[src/rtl/min_dist_pkg.sv]
// Shared types and constants for the minimum-pair-distance engine.
package min_dist_pkg;

    typedef enum logic [2:0] {
        IDLE,
        LOAD,
        LOAD_DRAIN,
        PAIR,
        WRITE,
        DONE
    } state_t;

    typedef logic [7:0]        dist_t;
    typedef logic signed [7:0] sample_t;

    localparam dist_t DIST_INIT = 8'hFF;

endpackage

[src/rtl/min_dist_engine_abs_diff9.sv]
// Absolute difference of two signed bytes, computed in 9 bits so the
// full -128..127 span cannot overflow; the magnitude always fits in 8 bits.
module abs_diff9
    import min_dist_pkg::*;
(
    input  sample_t i_a,
    input  sample_t i_b,
    output dist_t   o_dist
);

    logic signed [8:0] w_diff;

    always_comb begin
        w_diff = {i_a[7], i_a} - {i_b[7], i_b};
        o_dist = w_diff[8] ? 8'(-w_diff) : w_diff[7:0];
    end

endmodule

[src/rtl/min_dist_engine.sv]
// Loads N samples from data memory, scans every unordered pair for the
// smallest absolute difference and writes that byte back to RESULT_ADDR.
module min_dist_engine
    import min_dist_pkg::*;
#(
    parameter int N           = 20,
    parameter int BASE        = 128,
    parameter int RESULT_ADDR = 127,
    parameter int AW          = 8,
    parameter int DW          = 8
) (
    input  logic          clk,
    input  logic          reset,
    input  logic          start,
    output logic [AW-1:0] mem_addr,
    input  logic [DW-1:0] mem_rd_data,
    output logic          mem_wr_en,
    output logic [DW-1:0] mem_wr_data,
    output logic          busy,
    output logic          done,
    output logic [7:0]    min_dist
);

    localparam int IW = $clog2(N);

    if (N < 2 || N > 64) begin : g_bad_n
        $error("min_dist_engine: N must be in 2..64");
    end
    if (BASE + N - 1 > (1 << AW) - 1) begin : g_bad_base
        $error("min_dist_engine: sample window exceeds address space");
    end
    if (RESULT_ADDR >= BASE && RESULT_ADDR <= BASE + N - 1) begin : g_bad_result
        $error("min_dist_engine: RESULT_ADDR overlaps the sample window");
    end
    if (DW < 8) begin : g_bad_dw
        $error("min_dist_engine: DW must be at least 8");
    end

    state_t  r_state;
    state_t  w_nextState;
    logic [IW-1:0] r_k;
    logic [IW-1:0] r_i;
    logic [IW-1:0] r_j;
    dist_t   r_min;
    sample_t r_buf [N];
    dist_t   w_dist;
    logic    w_lastPair;

    abs_diff9 u_abs_diff9 (
        .i_a    (r_buf[r_i]),
        .i_b    (r_buf[r_j]),
        .o_dist (w_dist)
    );

    assign w_lastPair = (r_i == IW'(N - 1)) && (r_j == IW'(N - 2));
    assign min_dist   = r_min;

    always_ff @(posedge clk or posedge reset) begin
        if (reset) begin
            r_state <= IDLE;
        end else begin
            r_state <= w_nextState;
        end
    end

    always_comb begin
        w_nextState = r_state;
        mem_addr    = '0;
        mem_wr_en   = 1'b0;
        mem_wr_data = '0;
        busy        = 1'b0;
        done        = 1'b0;
        case (r_state)
            IDLE: begin
                if (start) w_nextState = LOAD;
            end
            LOAD: begin
                busy     = 1'b1;
                mem_addr = AW'(BASE) + AW'(r_k);
                if (r_k == IW'(N - 1)) w_nextState = LOAD_DRAIN;
            end
            LOAD_DRAIN: begin
                busy        = 1'b1;
                w_nextState = PAIR;
            end
            PAIR: begin
                busy = 1'b1;
                if (w_lastPair) w_nextState = WRITE;
            end
            WRITE: begin
                busy        = 1'b1;
                mem_addr    = AW'(RESULT_ADDR);
                mem_wr_en   = 1'b1;
                mem_wr_data = DW'(r_min);
                w_nextState = DONE;
            end
            DONE: begin
                done = 1'b1;
                if (start) w_nextState = LOAD;
            end
            default: w_nextState = IDLE;
        endcase
    end

    // Counters and running minimum; a fresh start always reinitialises the min.
    always_ff @(posedge clk or posedge reset) begin
        if (reset) begin
            r_k   <= '0;
            r_i   <= IW'(1);
            r_j   <= '0;
            r_min <= DIST_INIT;
        end else begin
            case (r_state)
                IDLE, DONE: begin
                    if (start) begin
                        r_k   <= '0;
                        r_min <= DIST_INIT;
                    end
                end
                LOAD: r_k <= r_k + IW'(1);
                LOAD_DRAIN: begin
                    r_i <= IW'(1);
                    r_j <= '0;
                end
                PAIR: begin
                    if (w_dist < r_min) r_min <= w_dist;
                    if (r_j == r_i - IW'(1)) begin
                        r_i <= r_i + IW'(1);
                        r_j <= '0;
                    end else begin
                        r_j <= r_j + IW'(1);
                    end
                end
                default: ;
            endcase
        end
    end

    // Read data lags the address by one cycle, so LOAD cycle k stores sample k-1.
    always_ff @(posedge clk) begin
        if (r_state == LOAD && r_k != '0) begin
            r_buf[r_k - IW'(1)] <= sample_t'(mem_rd_data[7:0]);
        end else if (r_state == LOAD_DRAIN) begin
            r_buf[IW'(N - 1)] <= sample_t'(mem_rd_data[7:0]);
        end
    end

endmodule

[config.mk]
export PLATFORM = sky130hd
export DESIGN_NAME = min_dist_engine
export DESIGN_NICKNAME = d
export VERILOG_FILES = /design/src/rtl/min_dist_pkg.sv /design/src/rtl/min_dist_engine_abs_diff9.sv /design/src/rtl/min_dist_engine.sv
export SDC_FILE = /design/constraint.sdc
export NUM_CORES = 1
export LEC_CHECK = 0
export CAP_MARGIN = 40
export CORE_ASPECT_RATIO = 0.6
export CORE_UTILIZATION = 54
export DETAILED_ROUTE_END_ITERATION = 12
export HOLD_SLACK_MARGIN = 0.12
export PLACE_DENSITY = 0.77
export SLEW_MARGIN = 20
export SYNTH_ARGS = -nofsm -noshare
export SYNTH_HDL_FRONTEND = slang
export SYNTH_HIERARCHICAL = 1
export SYNTH_SLANG_ARGS = --single-unit
[constraint.sdc]
create_clock -name clk -period 12.1 [get_ports clk]
set_clock_uncertainty 0.1 [all_clocks]
set_input_delay 1.815 -clock clk [delete_from_list [all_inputs] [get_ports clk]]
set_output_delay 1.815 -clock clk [all_outputs]
set_load 0.005 [all_outputs]
==> impl_metrics.tcl <==
set metrics [dict create \
    clockBufferDepth 2 \
    n_antenna_cell 0 \
    slew_viol_final 0 \
    cts_tree "built" \
    syn_area_per_cell_um2 14.8 \
    placed_cells 933 \
    grt-ovfl-total 0 \
    worstPathCellList "buf_4 -> mux4_2 -> a2111oi_0 -> a211oi_1 -> fa_1 -> a211oi_2 -> nor3b_1 -> o31ai_2 -> a21oi_2 -> nand2b_1 -> xnor2_1 -> ha_1 -> a21oi_1 -> o21ai_0 -> a221oi_4 -> mux2_2" \
    p_per_area_nw_per_um2 115 \
    worstHoldPathCells 1 \
    worst_slack_ns 5.87 \
    async_flop_share 0.140 \
    rows 38 \
    synth-seq-cells 186 \
    io_buffers 37 \
    dr.pass1.iters 5 \
    maxCapViolCount 0 \
    dp_hpwl_mm 18.2 \
    slew_headroom 0.419 \
    post_cts_buffers 0 \
    yosys.area.top_type "edfxtp_1" \
    clk_latency_ns 0.43 \
    grt_max_degree 44 \
    drtAntennaViolNets 0 \
    fin_area_um2 11300 \
    cp_top_family "compound AO/OA/AOI/OAI gates" \
    place_congestion 0.948 \
    wire_per_inst_um 26.6 \
    grt_pass1_vias 6448 \
    finalCritPeriodShare 0.515 \
    ff2ff_path_depth 16 \
    fin_tns_setup_ns 0 \
    rsz0062_at_grt "false" \
    wirelength_mm 25.9 \
    die_h_um 107 \
    syn_area_um2 10000 \
    ff2ff_setup_slack_ns 5.87 \
    viasPerCell 6.74 \
    synthTopCellsByArea "edfxtp_1 48%, mux4_2 18%, dfrtp_1 4.3%" \
    die_w_um 178 \
    nets 753 \
    ys.flop_type "edfxtp_1" \
    syn_nets 712 \
    final-setup-viol-count 0 \
    yosys.area.top_type_share 0.480 \
    drc 0 \
    ctsHoldBuffers 0 \
    arrival_ns 6.49 \
    cp_num_buf_inv 1 \
    start_util 0.552 \
    numCtsBuffers 17 \
    drive_gt1_frac 0.242 \
    num-fill-cells 1290 \
    min_period_ns 6.23 \
    p_leak_nw 3.99 \
    cpPeakStageDelay_ns 0.76 \
    drt_iter0_markers 882 \
    clkTransAtPathRegs_ns 0.07 \
    clock_sinks 186 \
    dr_total_vias 6540 \
    ys_warn_count 6 \
    crit_cells 16 \
    dpl_cell_area_um2 10600 \
    multi_input_area_um2 4150 \
    pin_count 38 \
    synth_common_cells "160 x edfxtp_1, 80 x mux4_2, 53 x nor2_1, 28 x nand2_1, 27 x inv_1" \
    yosys.cell_count.top_type "edfxtp_1" \
    max_freq_mhz 161 \
    tightest_slew_ns 0.868 \
    die_area_um2 19100 \
    place_ws_ns 5.89 \
    fin_cells 971 \
    crit_path_start_kind "flop" \
    grt_pass1_wl_mm 39.3 \
    synth_edf_count 160 \
    hold_path.class "reg2reg" \
    synthCells 677 \
    hold_viol 0 \
    crit_type "reg2reg" \
    cts_root_buffer "clkbuf_16" \
    cts_resized 0 \
    grt_use_total 0.290 \
    ys_types 62 \
    status "finished clean" \
    ys_seq_area_frac 0.547 \
    seq_area_um2 5470 \
    area_growth_pct 12.7 \
    vdd_drop_max_uv 93.4 \
    cpMaxStageDelayCell "dfstp_2" \
    critPathMaxFanout 36 \
    core_um2 18100 \
    antenna_found_initial 0 \
    required_ns 12.36 \
    power_mw 1.29 \
    h-tree-depth 4 \
    end_kind "flop" \
]
[worst paths after layout]
| kind | end | startpoint |
|---|---|---|
| min reg2reg | r_state[1] | r_state[1] |
| max in group asynchronous | r_i[0] | reset |
| max | min_dist[5] | r_i[0] |
| min | r_state[1] | r_state[1] |
| min in group asynchronous | r_i[1] | reset |
| max reg2reg | min_dist[5] | r_i[0] |
[cells by family after synthesis]
family	synth area share
xor gates and xnor gates	0.0175
AOI/OAI and AO/OA	0.0734
DFF	0.547
buffers and inverters	0.0390
muxes	0.207
adders and majority gates	0.0308
and+or+nand+nor	0.0854
[cell type report]
type,count,share of cell area
flip-flops and latches,186,0.485
multi-input cells,415,0.368
repair buffers,67,0.0556
clock buffers,17,0.0377
well taps,240,0.0266
clock inverters,15,0.0169
inverters,31,0.0103
[routing by layer]
| metal | share of wire | global-route usage | vias to the layer above |
|---|---|---|---|
| met5 | 0 | 0 | - |
| met3 | 0.14 | 0.0971 | 30 |
| met1 | 0.42 | 0.435 | 3319 |
| met4 | 0.014 | 0.0745 | 0 |
| li1 | - | - | 2746 |
| met2 | 0.43 | 0.405 | 445 |
[worst reg2reg max path, cell delays in order, from the launching register on]
cell       delay (ns)
dfstp_2          0.76
buf_4            0.69
mux4_2           0.66
a2111oi_0        0.42
a211oi_1         0.15
fa_1             0.53
a211oi_2         0.26
nor3b_1          0.12
o31ai_2          0.30
a21oi_2          0.16
nand2b_1         0.18
xnor2_1          0.23
ha_1             0.30
a21oi_1          0.14
o21ai_0          0.18
a221oi_4         0.58
mux2_2           0.40
[per-stage QoR]
| stage | hold WS [ns] | util |
|---|---|---|
| 3_5_place_dp | 0.508 | 0.585 |
| 2_1_floorplan | 0.443 | - |
| 4_1_cts | 0.538 | 0.619 |
| 3_3_place_gp | 0.482 | 0.577 |
| 5_1_grt | 0.555 | 0.622 |
| 6_report | 0.551 | 0.622 |
[where the power goes]
group / switching [mW] / leakage, nW / internal [mW] / total [mW]
Clock: 0.267 / 0.302 / 0.314 / 0.582
Combinational: 0.0114 / 1.96 / 0.00392 / 0.0153
Sequential: 0 / 1.73 / 0.696 / 0.696
Total: 0.279 / 3.99 / 1.01 / 1.29
[state kept, by name (all words and copies together), names as in the netlist]
| register | flops |
|---|---|
| min_dist | 8 |
| r_buf | 160 |
| r_j | 5 |
| r_k | 5 |
| r_i | 5 |
| r_state | 3 |
[layout by cell type (no fill, tap or decap), types with 3 or more instances in the layout]
| cell type | n |
|---|---|
| nand2b_1 | 11 |
| a21o_1 | 8 |
| clkdlybuf4s50_1 | 37 |
| dfstp_2 | 9 |
| edfxtp_1 | 160 |
| mux2_2 | 9 |
| and2_1 | 10 |
| nand2_1 | 28 |
| a2111oi_0 | 15 |
| ha_1 | 23 |
| mux2i_1 | 17 |
| nand3_1 | 14 |
| a211oi_1 | 17 |
| dfrtp_1 | 16 |
| nor3b_1 | 3 |
| clkinv_4 | 5 |
| xor2_1 | 8 |
| inv_1 | 27 |
| o211ai_1 | 3 |
| nor2b_1 | 21 |
| nor3_1 | 8 |
| nor2_1 | 53 |
| or2_2 | 3 |
| o21ai_1 | 3 |
| buf_4 | 26 |
| a31oi_1 | 6 |
| o21ai_0 | 12 |
| clkbuf_16 | 17 |
| o21a_1 | 3 |
| nand4_1 | 3 |
| xnor2_1 | 12 |
| a21oi_1 | 13 |
| mux4_2 | 80 |
| or4_1 | 3 |
| inv_6 | 3 |
No activity file was read; power rests on OpenSTA's default activity.
